<file path="config.mk">
export PLATFORM = sky130hd
export DESIGN_NAME = mem_arbiter
export DESIGN_NICKNAME = d
export VERILOG_FILES = /design/src/rtl/mem_arbiter_pkg.sv /design/src/rtl/mem_byte_serializer.sv /design/src/rtl/mem_arbiter.sv
export SDC_FILE = /design/constraint.sdc
export NUM_CORES = 1
export LEC_CHECK = 0
export CAP_MARGIN = 20
export CELL_PAD_IN_SITES_DETAIL_PLACEMENT = 0
export CELL_PAD_IN_SITES_GLOBAL_PLACEMENT = 1
export CORE_ASPECT_RATIO = 1.1
export CORE_MARGIN = 2
export CORE_UTILIZATION = 43
export CTS_CLUSTER_SIZE = 16
export DETAILED_ROUTE_END_ITERATION = 16
export PLACE_DENSITY_LB_ADDON = 0.1
export SLEW_MARGIN = 40
export SYNTH_ARGS = -nofsm -noshare
export SYNTH_HDL_FRONTEND = slang
export SYNTH_SLANG_ARGS = --single-unit
</file>
<file path="constraint.sdc">
create_clock -name clk_in -period 22.6 [get_ports clk_in]
set_clock_uncertainty 0.1 [all_clocks]
set_input_delay 5.65 -clock clk_in [delete_from_list [all_inputs] [get_ports clk_in]]
set_output_delay 5.65 -clock clk_in [all_outputs]
set_load 0.01 [all_outputs]
</file>
<file path="src/rtl/mem_arbiter_pkg.sv">
// Shared constants and types for the byte-wide memory port arbiter.
package mem_arbiter_pkg;

  localparam int unsigned ADDR_W = 32;
  localparam int unsigned DATA_W = 32;
  localparam int unsigned BYTE_W = 8;
  localparam int unsigned CNT_W  = 3;

  localparam logic [1:0] WIDTH_B = 2'b00;
  localparam logic [1:0] WIDTH_H = 2'b01;
  localparam logic [1:0] WIDTH_W = 2'b10;

  localparam logic READ_SIT  = 1'b1;
  localparam logic WRITE_SIT = 1'b0;

  localparam logic [1:0] IO_SEL_DEFAULT = 2'b11;

  typedef enum logic [1:0] {
    ST_IDLE  = 2'd0,
    ST_READ  = 2'd1,
    ST_WRITE = 2'd2
  } state_e;

  typedef enum logic {
    OWN_FETCH = 1'b0,
    OWN_LSU   = 1'b1
  } owner_e;

  // Access length in bytes; the reserved width code behaves as a word.
  function automatic logic [CNT_W-1:0] width_to_len(input logic [1:0] width);
    case (width)
      WIDTH_B: width_to_len = CNT_W'(1);
      WIDTH_H: width_to_len = CNT_W'(2);
      default: width_to_len = CNT_W'(4);
    endcase
  endfunction

endpackage

</file>
<file path="src/rtl/mem_byte_serializer.sv">
// Turns one latched request into per-byte RAM cycles: address stepping,
// write byte extraction, read byte assembly and IO-region store stalls.
module mem_byte_serializer
  import mem_arbiter_pkg::*;
#(
  parameter logic [1:0] IO_SEL = IO_SEL_DEFAULT
) (
  input  logic              clk_in,
  input  logic              rst_in,
  input  logic              rdy_in,
  input  logic              start_i,
  input  logic              run_i,
  input  logic              clear_i,
  input  logic              rw_i,
  input  logic [ADDR_W-1:0] addr_i,
  input  logic [DATA_W-1:0] wdata_i,
  input  logic [CNT_W-1:0]  len_i,
  input  logic              io_full_i,
  input  logic [BYTE_W-1:0] mem_din_i,
  output logic              done_c_o,
  output logic [DATA_W-1:0] rdata_c_o,
  output logic [ADDR_W-1:0] mem_a_o,
  output logic [BYTE_W-1:0] mem_dout_o,
  output logic              mem_wr_o
);

  logic [ADDR_W-1:0] addr_q;
  logic [DATA_W-1:0] wdata_q;
  logic [DATA_W-1:0] acc_q;
  logic [CNT_W-1:0]  len_q;
  logic [CNT_W-1:0]  k_q;
  logic [CNT_W-1:0]  cap_q;
  logic              rw_q;
  logic              rd_iss_q;
  logic              din_vld_q;
  logic [ADDR_W-1:0] mem_a_q;
  logic [BYTE_W-1:0] mem_dout_q;
  logic              mem_wr_q;

  logic [ADDR_W-1:0] src_addr;
  logic [DATA_W-1:0] src_wdata;
  logic [CNT_W-1:0]  src_len;
  logic [CNT_W-1:0]  src_k;
  logic              src_rw;
  logic [ADDR_W-1:0] iss_addr;
  logic [BYTE_W-1:0] iss_byte;
  logic              stall;
  logic              issue;
  logic              capture;
  logic [CNT_W-1:0]  k_d;

  // Pick the request source (new grant or latched), decide this cycle's byte.
  always_comb begin
    src_addr  = start_i ? addr_i  : addr_q;
    src_wdata = start_i ? wdata_i : wdata_q;
    src_len   = start_i ? len_i   : len_q;
    src_rw    = start_i ? rw_i    : rw_q;
    src_k     = start_i ? '0      : k_q;
    iss_addr  = src_addr + ADDR_W'(src_k);
    iss_byte  = BYTE_W'(src_wdata >> {src_k, 3'b000});
    stall     = (src_rw == WRITE_SIT) && (iss_addr[17:16] == IO_SEL) && io_full_i;
    issue     = (start_i || run_i) && !clear_i && (src_k < src_len) && !stall;
    k_d       = clear_i ? '0 : (issue ? src_k + CNT_W'(1) : src_k);
    capture   = run_i && !clear_i && rw_q && din_vld_q;
    rdata_c_o = acc_q;
    if (capture) begin
      rdata_c_o[{cap_q[1:0], 3'b000} +: BYTE_W] = mem_din_i;
    end
    done_c_o  = run_i && !clear_i &&
                (rw_q ? (capture && (cap_q == len_q - CNT_W'(1))) : (k_q == len_q));
  end

  // Latch request fields, step the counters and register the RAM pins.
  always_ff @(posedge clk_in or posedge rst_in) begin
    if (rst_in) begin
      addr_q     <= '0;
      wdata_q    <= '0;
      acc_q      <= '0;
      len_q      <= '0;
      k_q        <= '0;
      cap_q      <= '0;
      rw_q       <= READ_SIT;
      rd_iss_q   <= 1'b0;
      din_vld_q  <= 1'b0;
      mem_a_q    <= '0;
      mem_dout_q <= '0;
      mem_wr_q   <= 1'b0;
    end else if (rdy_in) begin
      if (start_i) begin
        addr_q  <= addr_i;
        wdata_q <= wdata_i;
        len_q   <= len_i;
        rw_q    <= rw_i;
        acc_q   <= '0;
        cap_q   <= '0;
      end else if (clear_i) begin
        cap_q   <= '0;
      end else if (capture) begin
        acc_q   <= rdata_c_o;
        cap_q   <= cap_q + CNT_W'(1);
      end
      k_q        <= k_d;
      rd_iss_q   <= issue && (src_rw == READ_SIT);
      din_vld_q  <= rd_iss_q && !clear_i;
      mem_a_q    <= issue ? iss_addr : '0;
      mem_dout_q <= (issue && (src_rw == WRITE_SIT)) ? iss_byte : '0;
      mem_wr_q   <= issue && (src_rw == WRITE_SIT);
    end
  end

  assign mem_a_o    = mem_a_q;
  assign mem_dout_o = mem_dout_q;
  assign mem_wr_o   = mem_wr_q && rdy_in;

endmodule

</file>
<file path="src/rtl/mem_arbiter.sv">
// Shares the byte-wide RAM/IO port between instruction fetch and the LSU.
module mem_arbiter
  import mem_arbiter_pkg::*;
#(
  parameter int unsigned ADDR_WIDTH = ADDR_W,
  parameter int unsigned DATA_WIDTH = DATA_W,
  parameter logic [1:0]  IO_SEL     = IO_SEL_DEFAULT
) (
  input  logic                  clk_in,
  input  logic                  rst_in,
  input  logic                  rdy_in,
  input  logic                  if_enable,
  input  logic [ADDR_WIDTH-1:0] if_addr,
  output logic                  if_end,
  output logic [DATA_WIDTH-1:0] if_data,
  input  logic                  lsu_enable,
  input  logic                  lsu_rw,
  input  logic [1:0]            lsu_width,
  input  logic [ADDR_WIDTH-1:0] lsu_addr,
  input  logic [DATA_WIDTH-1:0] lsu_wdata,
  output logic                  lsu_end,
  output logic [DATA_WIDTH-1:0] lsu_rdata,
  output logic                  lsu_available,
  input  logic                  rollback_flag_from_rob,
  input  logic                  io_buffer_full,
  output logic [ADDR_WIDTH-1:0] mem_a,
  input  logic [7:0]            mem_din,
  output logic [7:0]            mem_dout,
  output logic                  mem_wr
);

  state_e            state_q;
  owner_e            owner_q;
  owner_e            last_grant_q;
  logic              if_end_q;
  logic [DATA_W-1:0] if_data_q;
  logic              lsu_end_q;
  logic [DATA_W-1:0] lsu_rdata_q;
  logic              lsu_available_q;

  logic              fetch_req;
  logic              grant_any;
  logic              grant_lsu;
  logic              start_c;
  logic              run_c;
  logic              abort_c;
  logic              src_rw;
  logic [ADDR_W-1:0] src_addr;
  logic [DATA_W-1:0] src_wdata;
  logic [CNT_W-1:0]  src_len;
  logic              done_c;
  logic [DATA_W-1:0] rdata_c;

  // Round-robin grant in IDLE; a flushing ROB blocks new fetches.
  always_comb begin
    fetch_req = if_enable && !rollback_flag_from_rob;
    grant_any = fetch_req || lsu_enable;
    grant_lsu = (fetch_req && lsu_enable) ? (last_grant_q == OWN_FETCH) : lsu_enable;
    start_c   = (state_q == ST_IDLE) && grant_any;
    run_c     = (state_q != ST_IDLE);
    abort_c   = run_c && (owner_q == OWN_FETCH) && rollback_flag_from_rob;
    src_rw    = grant_lsu ? lsu_rw : READ_SIT;
    src_addr  = grant_lsu ? ADDR_W'(lsu_addr) : ADDR_W'(if_addr);
    src_wdata = DATA_W'(lsu_wdata);
    src_len   = grant_lsu ? width_to_len(lsu_width) : CNT_W'(4);
  end

  mem_byte_serializer #(
    .IO_SEL(IO_SEL)
  ) u_ser (
    .clk_in    (clk_in),
    .rst_in    (rst_in),
    .rdy_in    (rdy_in),
    .start_i   (start_c),
    .run_i     (run_c),
    .clear_i   (abort_c),
    .rw_i      (src_rw),
    .addr_i    (src_addr),
    .wdata_i   (src_wdata),
    .len_i     (src_len),
    .io_full_i (io_buffer_full),
    .mem_din_i (mem_din),
    .done_c_o  (done_c),
    .rdata_c_o (rdata_c),
    .mem_a_o   (mem_a),
    .mem_dout_o(mem_dout),
    .mem_wr_o  (mem_wr)
  );

  // Access FSM: owner tracking, fetch abort on rollback, completion handshakes.
  always_ff @(posedge clk_in or posedge rst_in) begin
    if (rst_in) begin
      state_q         <= ST_IDLE;
      owner_q         <= OWN_FETCH;
      last_grant_q    <= OWN_FETCH;
      if_end_q        <= 1'b0;
      if_data_q       <= '0;
      lsu_end_q       <= 1'b0;
      lsu_rdata_q     <= '0;
      lsu_available_q <= 1'b0;
    end else if (rdy_in) begin
      if_end_q  <= 1'b0;
      lsu_end_q <= 1'b0;
      case (state_q)
        ST_IDLE: begin
          lsu_available_q <= !grant_any;
          if (grant_any) begin
            owner_q      <= grant_lsu ? OWN_LSU : OWN_FETCH;
            last_grant_q <= grant_lsu ? OWN_LSU : OWN_FETCH;
            state_q      <= (src_rw == READ_SIT) ? ST_READ : ST_WRITE;
          end
        end
        ST_READ, ST_WRITE: begin
          if (abort_c) begin
            state_q         <= ST_IDLE;
            lsu_available_q <= 1'b1;
          end else if (done_c) begin
            state_q         <= ST_IDLE;
            lsu_available_q <= 1'b1;
            if (owner_q == OWN_FETCH) begin
              if_end_q  <= 1'b1;
              if_data_q <= rdata_c;
            end else begin
              lsu_end_q <= 1'b1;
              if (state_q == ST_READ) begin
                lsu_rdata_q <= rdata_c;
              end
            end
          end
        end
        default: state_q <= ST_IDLE;
      endcase
    end
  end

  assign if_end        = if_end_q;
  assign if_data       = DATA_WIDTH'(if_data_q);
  assign lsu_end       = lsu_end_q;
  assign lsu_rdata     = DATA_WIDTH'(lsu_rdata_q);
  assign lsu_available = lsu_available_q;

endmodule
</file>
# --- After elaboration in Yosys (flattened, before gate mapping) ---
# Index checks and enable logic that the tools add are counted.
classes:
  n_addsub: 5
  mul: 0
  div: 0
  n_lt_le_gt_ge: 1
  eq_ne: 9
  n_shift: 3
  n_mux: 40
  bitwise_logic: 3
  reduce_logical: 39
ops:
  columns: ["cell", "count"]
  rows:
  - ["two-way mux 32 bit", 8]
  - ["adder 32 x 3 -> 32 bit", 1]
  - ["bitwise mux 32 bit", 1]
  - ["variable shift 8 x 7 -> 32 bit, first input constant", 1]
  - ["variable part select 8 x 7 -> 32 bit", 1]
  - [">> shifter 32 x 6 -> 8 bit", 1]
  - ["two-way mux 3 bit", 8]
  - ["logical AND 1 bit", 19]
  - ["two-way mux 1 bit", 15]
  - ["AND reduction 3 bit", 4]
  - ["two-way mux 2 bit", 4]
  - ["two-way mux 8 bit", 1]
  - ["negation 5 -> 7 bit", 1]
  - ["adder 3 x 1 -> 3 bit, second input constant", 2]
  - ["equality test 3 bit", 2]
  - ["case mux 3 bit (2 select lines)", 1]
  - ["AND reduction 6 bit", 1]
  - ["nonzero test 2 bit", 3]
  - ["AND reduction 5 bit", 1]
  - ["equality test 2 x 1 -> 1 bit, second input constant", 2]
  - ["equality test 2 bit, second input constant", 2]
  - ["logical NOT 1 bit", 4]
  - ["logical NOT 2 bit", 2]
  - ["case mux 2 bit (2 select lines)", 1]
  - ["other kinds (11)", 14]
totals:
  reg_bits: 219
  latchBits: 0
  mem_bits_rw: 0
  mem_bits_ro: 0
  input_bits: 114
  output_inout_bits: 108
  elab_cells: 119
  memories: 0

# --- Depth between registers and ports, before layout ---
# Gate-level depths: netlist of run 1.
logic_depth:
  word_depth: 14
  mapped_depth: 21
  mapped_depth_nobuf: 14

# --- Hierarchy ---
# Synthesis of run 1 repeated with hierarchy kept, for this count alone.
hier_totals:
  hier_cells: 939
  area_unflattened_um2: 11209.5
by_module_without_submodules:
  columns: ["mod", "n_inst", "cells_each", "area_per_inst_um2", "seq_area_each_um2"]
  rows:
  - ["mem_byte_serializer", 1, 727, 7940.1, 3729.8]
  - ["mem_arbiter", 1, 212, 3269.4, 1751.7]

# --- Worst setup path before layout of run 1 ---
# No wires, ideal clock.
synth_path:
  path_type: "input to output"
  start: "in rdy_in"
  end: "out mem_wr"
  arrival_time_ns: 6.588
  t_required_ns: 16.850
  path_slack_ns: 10.262
  stages: 4
  path_buffers: 3
  cell_sequence: "clkbuf_1 -> clkbuf_1 -> clkbuf_1 -> and2_1"
synth_between:
  elab_chain_cells: 1
synth_lines:
  columns: ["item", "line", "source"]
  rows:
  - ["start: declaration", "mem_arbiter.sv:11", "input logic rdy_in,"]
  - ["logical AND 1 bit", "mem_byte_serializer.sv:113", "assign mem_wr_o = mem_wr_q && rdy_in;"]
  - ["end: declaration", "mem_arbiter.sv:29", "output logic mem_wr"]
# No other way between the ends.

# --- Worst setup path in the final report of run 1 ---
# Ends and elaborated chain as after synthesis.

==> results.json, run 1 <==
{
  "status": "finished, final reports clean",
  "fin_tns_setup_ns": 0,
  "core_area_um2": 25200,
  "ys.flop_type": "dfrtp_1",
  "cts_hold_buf": 0,
  "grt_pass1_vias": 8831,
  "tritoncts": "built",
  "fmax_mhz": 79.5,
  "async_reset_ff_share_pct": 100,
  "r2r-start": "state_q[0]",
  "dp_hpwl_um": 21000,
  "grt_usage_pct": 22.7,
  "worstPathCellList": "buf_4 > and2_1 > clkdlybuf4s50_1",
  "finalPower_mw": 1.58,
  "hp-class": "flop to flop",
  "post_cts_resize_count": 0,
  "wl_per_cell_um": 18.8,
  "syn_inst": 1086,
  "syn-num-nets": 1216,
  "synth_edf_count": 0,
  "vias": 8814,
  "worstPathRequired_ns": 16.85,
  "cts_buffers": 24,
  "slew_headroom_pct": 47.4,
  "area_growth_pct": 29.7,
  "rsz0062_at_grt": "false",
  "nNetsFinal": 1405,
  "clk_latency_ns": 0.52,
  "synth_commonest_cells": "218 x dfrtp_1, 135 x nand2_1, 91 x a21oi_1, 84 x o21ai_0, 76 x nor2_1",
  "port_buffers": 221,
  "antenna_found_initial": 0,
  "h-tree-depth": 1,
  "fin_util_pct": 56.4,
  "synthTopCellsByArea": "dfrtp_1 50%, nand2_1 4.6%, a21oi_1 4.2%, o21ai_0 3.8%, mux2_2 3.8%",
  "clk_path_buf_depth": 3,
  "grt_pass1_wl_um": 48300,
  "die_w_um": 156,
  "start_kind": "primary input",
  "worstMarginPinSlew_ns": 0.786,
  "nFillCells": 2248,
  "grt_max_degree": 143,
  "min-delay-start": "if_data[23]",
  "initial_utilization_pct": 43.5,
  "cts.clk_slew.worst_paths_ns": 0.06,
  "clock-sinks": 219,
  "path_class": "primary input to primary output",
  "netlist.area_leader.share_pct": 49.8,
  "worstSetupStartpoint": "rdy_in",
  "ys_types": 63,
  "path_max_fanout": 43,
  "synth.most_common_cell": "dfrtp_1",
  "drive_above_1_share_pct": 9.55,
  "fin_crit_sh_pct": 55.6,
  "ir_worst_vdd_mv": 0.0655,
  "drt_iter0_markers": 442,
  "dieArea_um2": 26800,
  "worstHoldPathCells": 2,
  "hold_violations": 0,
  "ys_seq_area_share_pct": 50.0,
  "fin_cells": 1603,
  "setup_viol": 0,
  "post_cts_buffers": 0,
  "fin_ws_ns": 10.03,
  "route.detailed.drc": 0,
  "min_period_ns": 12.57,
  "firstDrtPassIters": 5,
  "cts_root_buf": "clkbuf_16",
  "maxCapViolCount": 0,
  "synth_warnings": 0,
  "ys_seq_elements": 219,
  "synthesis.area_um2": 11000,
  "finalWirelength_um": 30200,
  "cp.arrival_ns": 6.82,
  "overflow": 0,
  "power_density_nw_per_um2": 111,
  "worstRegToRegCells": 14,
  "fp.dieH_um": 171,
  "io_pins": 222,
  "antenna_cells": 0,
  "synth_largest_area_cell": "dfrtp_1",
  "end_kind": "primary output",
  "ant_nets": 0,
  "place_ws_ns": 10.02,
  "slew_viol_final": 0,
  "slowest_delay_ns": 0.53,
  "cp_slowest_cell": "clkdlybuf4s50_1",
  "gp_congestion": 0.824,
  "avgSynthCellArea_um2": 10.1,
  "num_rows": 61,
  "dp_cells": 1563,
  "p_leak_nw": 6.09,
  "viasPerCell": 5.50
}
[area by class of cell]
cell class              instances  area (µm²)  share of cell area [%]
flip-flops and latches        219        5480                    38.6
clock buffers                  35         723                    5.09
repair buffers                233        2320                    16.3
multi-input cells             782        5170                    36.4
well taps                     315         394                    2.77
inverters                      15        68.8                   0.484
clock inverters                 4        48.8                   0.343
[layout by cell type, fill, tap and decap left out, types with 6 or more instances in the layout]
master,instances
clkdlybuf4s50_1,220
dfrtp_1,218
nand2_1,134
a21oi_1,91
o21ai_0,82
nor2_1,74
a22o_1,45
and3_1,39
mux2_2,37
o2bb2ai_1,34
mux2i_1,29
clkbuf_16,25
xnor2_1,24
nand3_1,19
xor2_1,16
ha_1,15
nand4_1,14
inv_1,13
buf_4,11
and2_1,8
mux4_2,8
nor3_1,7
a31oi_1,7
nand4b_1,7
o31ai_1,6
nand2b_1,6
clkbuf_8,6
[worst paths after layout]
| kind | endpoint | slack [ns] |
|---|---|---|
| setup / recovery | mem_wr | 10.03 |
| hold / removal | if_data[23] | 0.37 |
| setup reg to reg | u_ser.k_q[2] | 17.80 |
| hold reg to reg | if_data[23] | 0.37 |
| max in group asynchronous | lsu_rdata[29] | 15.44 |
| min in group asynchronous | u_ser.wdata_q[6] | 5.45 |
[per-stage QoR]
step           hold slack, ns  instance area, µm²
2_1_floorplan           0.347               11000
3_3_place_gp            0.360               13400
3_5_place_dp            0.369               13400
4_1_cts                 0.382               14200
5_1_grt                 0.397               14200
6_report                0.374               14200
[metal layers]
metal	vias up	GRT usage [%]	part of all wire (%)	wire length [µm]
li1	4291	-	-	-
met2	207	40.0	51	15300
met3	48	3.15	4.3	1310
met5	-	0	0	0
met4	0	7.42	2.6	788
met1	4268	29.0	42	12800
[power by group]
part | total [mW] | internal, mW | switching [mW]
Combinational | 0.598 | 0.279 | 0.319
Sequential | 0.592 | 0.502 | 0.0900
Clock | 0.386 | 0.231 | 0.155
[worst max-delay path, delay by kind of cell]
| kind | cells | cell delay (ns) |
|---|---|---|
| buf+inv | 2 | 0.95 |
| simple gates | 1 | 0.21 |
[cells by family (layout without fill, tap and decap cells)]
logic type	count (synthesis)	count (layout)	share of synthesized area [%]
simple gates	342	342	14.9
compound gates	307	307	18.1
flops	219	219	50.0
buf+inv	85	287	3.31
mux	77	77	8.48
xor+xnor	40	40	3.20
fa+ha+maj	16	16	1.90
[state kept, by name (all words and copies together) (netlist names), 3 cells and up]
register and count:
u_ser.mem_a_o 32, u_ser.k_q 3, u_ser.addr_q 32, u_ser.acc_q 32, if_data 32, u_ser.mem_dout_o 8, u_ser.len_q 3, u_ser.cap_q 3
u_ser.wdata_q 32, lsu_rdata 32
(Power assumes the default switching activity.)
==> inputs of run 2 (changes only) <==
--- a/config.mk
+++ b/config.mk
@@ -10,7 +10,7 @@
 export CELL_PAD_IN_SITES_GLOBAL_PLACEMENT = 1
 export CORE_ASPECT_RATIO = 1.1
 export CORE_MARGIN = 2
-export CORE_UTILIZATION = 43
+export CORE_UTILIZATION = 36
 export CTS_CLUSTER_SIZE = 16
 export DETAILED_ROUTE_END_ITERATION = 16
 export PLACE_DENSITY_LB_ADDON = 0.1
==> constraint.sdc (replaced) <==
create_clock -name clk_in -period 10.3 [get_ports clk_in]
set_clock_uncertainty 0.1 [all_clocks]
set_input_delay 2.575 -clock clk_in [delete_from_list [all_inputs] [get_ports clk_in]]
set_output_delay 2.575 -clock clk_in [all_outputs]
set_load 0.01 [all_outputs]
==> run 2 against run 1 <==
  * Worst hold slack better by 0.00067 ns
  * Largest power group unchanged
  * Clock power is 150% higher
  * Core utilization decreased by 8.1 points
  * Critical path type is now primary input to flop
  * Largest cell class unchanged
  * Setup slack worse by 6.4 ns
  * Clock-buffer cell count shrank 3
  * Register-to-register slack got worse by 12 ns
==> results.json, run 2 (synthesis results as in run 1) <==
{
  "status": "finished, final reports clean",
  "fin_tns_setup_ns": 0,
  "cp-endpoint": "u_ser.mem_a_o[2]",
  "fp.dieH_um": 187,
  "post_cts_buffers": 0,
  "num_rows": 66,
  "drt_iter0_markers": 436,
  "dp_hpwl_um": 22100,
  "path_class": "primary input to flop",
  "stdcell_area_um2": 14400,
  "p_int_mw": 2.29,
  "ant_nets": 0,
  "hp-class": "flop to flop",
  "port_buffers": 221,
  "final_cell_mix": "220 x clkdlybuf4s50_1, 218 x dfrtp_1, 134 x nand2_1",
  "r2r-start": "last_grant_q",
  "netSwitchingFraction_pct": 35.8,
  "io_pins": 222,
  "worstSetupStartpoint": "if_enable",
  "antenna_cells": 0,
  "rsz0062_at_grt": "false",
  "drive_above_1_share_pct": 10.1,
  "p_sw_mw": 1.28,
  "h-tree-depth": 1,
  "hold_violations": 0,
  "seq_power_share_pct": 36.2,
  "core_area_um2": 29700,
  "end_kind": "flop",
  "maxCapViolCount": 0,
  "nFillCells": 2817,
  "nNetsFinal": 1407,
  "viasPerCell": 5.28,
  "antenna_found_initial": 0,
  "p_leak_nw": 6.13,
  "cts.clk_slew.worst_paths_ns": 0.06,
  "gp_congestion": 0.833,
  "grt_pass1_vias": 8963,
  "vias": 8809,
  "grt_max_degree": 149,
  "cts_hold_buf": 0,
  "overflow": 0,
  "die_w_um": 170,
  "worstPathRequired_ns": 10.65,
  "dieArea_um2": 31800,
  "finalWirelength_um": 32000,
  "pwr-share-clk_pct": 26.6,
  "grt_pass1_wl_um": 51200,
  "post_cts_resize_count": 0,
  "path_max_fanout": 19,
  "firstDrtPassIters": 5,
  "combPwrFrac_pct": 37.1,
  "ir_worst_vdd_mv": 0.143,
  "min_period_ns": 6.69,
  "setup_viol": 0,
  "slew_headroom_pct": 48.8,
  "tritoncts": "built",
  "grt_usage_pct": 20.1,
  "fin_crit_sh_pct": 64.9,
  "reg2reg_slack_ns": 5.84,
  "start_kind": "primary input",
  "cts_buffers": 25,
  "r2r-end": "u_ser.mem_a_o[2]",
  "worstMarginPinSlew_ns": 0.765,
  "wl_per_cell_um": 19.2,
  "clock-sinks": 219,
  "slew_viol_final": 0,
  "cp.arrival_ns": 7.03,
  "clk_latency_ns": 0.53,
  "initial_utilization_pct": 36.8,
  "clk_path_buf_depth": 3,
  "place_area_um2": 13500,
  "cts_root_buf": "clkbuf_16",
  "fmax_mhz": 150,
  "area_growth_pct": 31.3,
  "power_density_nw_per_um2": 248,
  "final_common_cell": "clkdlybuf4s50_1",
  "route.detailed.drc": 0,
  "worstRegToRegCells": 12
}
## run 2: changes by cell type in the layout (fill, tap and decap cells not counted), moves of 2 or more
cell,before,now
clkbuf_8,6,4
clkinvlp_4,0,2
bufinv_16,1,4
clkinv_2,2,6
## run 2: worst max-delay path, stage by stage
cell and delay (ns):
clkdlybuf4s50_1 0.57, nor2b_4 0.23, o21ai_4 0.47, buf_8 0.24, nand2_1 0.07, inv_1 0.14, ha_1 0.21, fa_1 0.22
a21oi_1 0.14, nor2_1 0.61, nand4_1 0.30, nand3_1 0.20, nor2b_2 0.48, nand2_1 0.34, o2bb2ai_1 0.24
## run 2: metrics by stage
step | cells | power, mW | worst slack (ns) | utilization, % | hold WS, ns
after floorplan | 1086 | 2.10 | 1.63 | - | 0.347
after global placement | 1623 | 2.61 | 2.82 | 45.2 | 0.361
after detailed placement | 1624 | 2.63 | 2.78 | 45.4 | 0.369
after CTS | 1669 | 3.60 | 3.34 | 48.3 | 0.382
after global routing | 1669 | 3.78 | 3.17 | 48.4 | 0.403
final | 1669 | 3.56 | 3.61 | 48.4 | 0.375
## run 2: routing by layer
layer / routed length, µm / track usage (%) / vias to the layer above
met1: 14100 / 26.6 / 4255
met5: 0 / 0 / -
met2: 15800 / 34.8 / 215
met4: 824 / 5.46 / 0
met3: 1190 / 2.39 / 44
li1: - / - / 4295
## run 2: cell type report
cell class	instances	area (µm²)	area share, %
multi-input combinational	782	5180	36.0
tap	374	468	3.25
timing repair buffer	234	2320	16.1
sequential	219	5480	38.1
clock buffer	32	692	4.81
inverter	15	72.6	0.505
clock inverter	13	174	1.21
## run 2: worst min path at each step
stage | start | to | cells after the start
after floorplan | u_ser.mem_wr_q | u_ser.mem_wr_q | 1
after global placement | if_data[26] | if_data[26] | 2
after detailed placement | if_data[28] | if_data[28] | 2
after CTS | if_data[31] | if_data[31] | 2
after global routing | if_data[29] | if_data[29] | 2
final | if_data[31] | if_data[31] | 2
## run 2: power by group through the flow
stage                     combinational (mW)  sequential, mW  clock, mW
after floorplan                        0.830            1.27          0
after global placement                  1.30            1.30          0
after detailed placement                1.33            1.30          0
after CTS                               1.33            1.29      0.972
after global routing                    1.45            1.33       1.00
final                                   1.32            1.29      0.950
==> inputs of run 3 (changes only) <==
==> constraint.sdc (replaced) <==
create_clock -name clk_in -period 6.1 [get_ports clk_in]
set_clock_uncertainty 0.1 [all_clocks]
set_input_delay 1.525 -clock clk_in [delete_from_list [all_inputs] [get_ports clk_in]]
set_output_delay 1.525 -clock clk_in [all_outputs]
set_load 0.01 [all_outputs]
==> run 3 against run 2 <==
  * Power is 64% higher
  * Flip-flop and latch count stayed put
  * Global-route usage is 0.14 points higher
  * Setup slack worse by 2.5 ns
  * Die area stayed put
  * Largest cell class unchanged
==> results.json, run 3 (synthesis results as in run 1) <==
{
  "worstHoldPathCells": 2,
  "overflow": 0,
  "netSwitchingFraction_pct": 35.9,
  "r2r-end": "u_ser.k_q[1]",
  "die_w_um": 170,
  "cp_slowest_cell": "clkdlybuf4s50_1",
  "slew_headroom_pct": 54.1,
  "setup_viol": 0,
  "ant_nets": 0,
  "reg2reg_slack_ns": 2.11,
  "maxCapViolCount": 0,
  "firstDrtPassIters": 4,
  "min_period_ns": 4.99,
  "antenna_found_initial": 0,
  "final_cell_mix": "220 x clkdlybuf4s50_1, 218 x dfrtp_1, 134 x nand2_1",
  "end_kind": "flop",
  "viasPerCell": 5.31,
  "status": "finished, final reports clean",
  "post_cts_resize_count": 0,
  "fin_crit_sh_pct": 81.9,
  "rsz0062_at_grt": "false",
  "combPwrFrac_pct": 38.3,
  "p_leak_nw": 6.14,
  "finalPower_mw": 5.86,
  "port_buffers": 221,
  "ff_latch_area_um2": 5480,
  "clk_latency_ns": 0.53,
  "antenna_cells": 0,
  "fp.dieH_um": 187,
  "fmax_mhz": 200,
  "ir_worst_vdd_mv": 0.190,
  "drt_iter0_markers": 451,
  "grt_pass1_wl_um": 51200,
  "p_sw_mw": 2.10,
  "area_growth_pct": 31.4,
  "worstMarginPinSlew_ns": 0.689,
  "drive_above_1_share_pct": 10.2,
  "grt_usage_pct": 20.3,
  "io_pins": 222,
  "path_class": "primary input to flop",
  "place_ws_ns": 0.604,
  "start_kind": "primary input",
  "worstSetupStartpoint": "if_enable",
  "cts_buffers": 25,
  "path_max_fanout": 10,
  "dieArea_um2": 31800,
  "min-delay-start": "if_data[11]",
  "route.detailed.drc": 0,
  "h-tree-depth": 1,
  "cts.clk_slew.worst_paths_ns": 0.06,
  "hp-class": "flop to flop",
  "multi_input_area_um2": 5170,
  "vias": 8879,
  "hold_violations": 0,
  "gp_congestion": 0.840,
  "cts_hold_buf": 0,
  "clock-sinks": 219,
  "cp.arrival_ns": 5.31,
  "fin_tns_setup_ns": 0,
  "seq_power_share_pct": 37.3,
  "tritoncts": "built",
  "nNetsFinal": 1418,
  "grt_max_degree": 141,
  "clk_path_buf_depth": 3,
  "p_int_mw": 3.75,
  "fin_ws_ns": 1.11,
  "worstRegToRegCells": 14,
  "r2r-start": "last_grant_q",
  "pwr-share-clk_pct": 24.3,
  "initial_utilization_pct": 36.8,
  "core_area_um2": 29700,
  "wl_per_cell_um": 19.3,
  "power_density_nw_per_um2": 407,
  "grt_pass1_vias": 8990,
  "dp_hpwl_um": 22900,
  "final_common_cell": "clkdlybuf4s50_1",
  "slew_viol_final": 0,
  "hold_end": "if_data[11]",
  "slowest_delay_ns": 0.64,
  "nFillCells": 2822,
  "cts_root_buf": "clkbuf_16",
  "worstPathRequired_ns": 6.42,
  "num_rows": 66,
  "worstPathCellList": "clkdlybuf4s50_1 > nand3b_2 > and2_1 > mux2i_1 > o21ai_0 > ha_1 > nand4b_1 > a31oi_1 > buf_4 > nand4_1 > nand3_1 > nor2b_1 > buf_4 > o21ai_0 > a32o_1",
  "finalWirelength_um": 32200,
  "post_cts_buffers": 0
}
[run 3: cell types whose count changed in the layout (fill, tap and decap cells not counted), moves of 2 or more]
cell and delta:
buf_16 +3, clkbuf_1 +2, buf_4 +9, clkinv_2 -4
bufinv_16 -3
[run 3: how the worst max path moves through the flow]
stage	to	slack [ns]	cells after the start
6_report	u_ser.k_q[1]	1.11	15
5_1_grt	u_ser.mem_a_o[2]	0.72	14
4_1_cts	u_ser.mem_a_o[2]	1.14	15
3_5_place_dp	u_ser.k_q[1]	0.60	16
3_3_place_gp	u_ser.k_q[2]	0.73	12
2_1_floorplan	u_ser.mem_a_o[29]	0.49	17
[run 3: cell type report]
class	instances	share of cell area, %
clock buffer	34	4.86
clock inverter	4	0.339
inverter	15	0.417
multi-input combinational	782	36.0
sequential	219	38.1
tap	374	3.25
timing repair buffer	245	17.1
[run 3: metal layers]
| layer | track usage (%) | routed length [µm] |
|---|---|---|
| met5 | 0 | 0 |
| met2 | 35.0 | 16300 |
| met1 | 26.7 | 14000 |
| met4 | 5.46 | 723 |
| met3 | 2.62 | 1180 |
[run 3: per-stage QoR]
step	utilization [%]	std cells	hold slack (ns)	cell area, µm²
after global placement	45.5	1632	0.361	13500
after global routing	48.4	1673	0.398	14400
after floorplan	-	1086	0.347	11000
after CTS	48.3	1672	0.381	14400
final	48.4	1673	0.374	14400
after detailed placement	45.8	1634	0.369	13600
[run 3: power groups by stage]
stage                     sequential (mW)  clock (mW)  combinational [mW]
after CTS                            2.19        1.46                2.27
after global placement               2.21           0                2.24
after detailed placement             2.21           0                2.26
final                                2.19        1.43                2.25
after global routing                 2.24        1.53                2.47
after floorplan                      2.15           0                1.40
[run 3: critical path, delay by kind of cell]
family                   cells  cell delay, ns
AO/OA/AOI/OAI                4            0.89
buffers and inverters        3            1.04
multiplexers                 1            0.13
adder cells (fa/ha/maj)      1            0.26
AND/OR/NAND/NOR              6            1.46
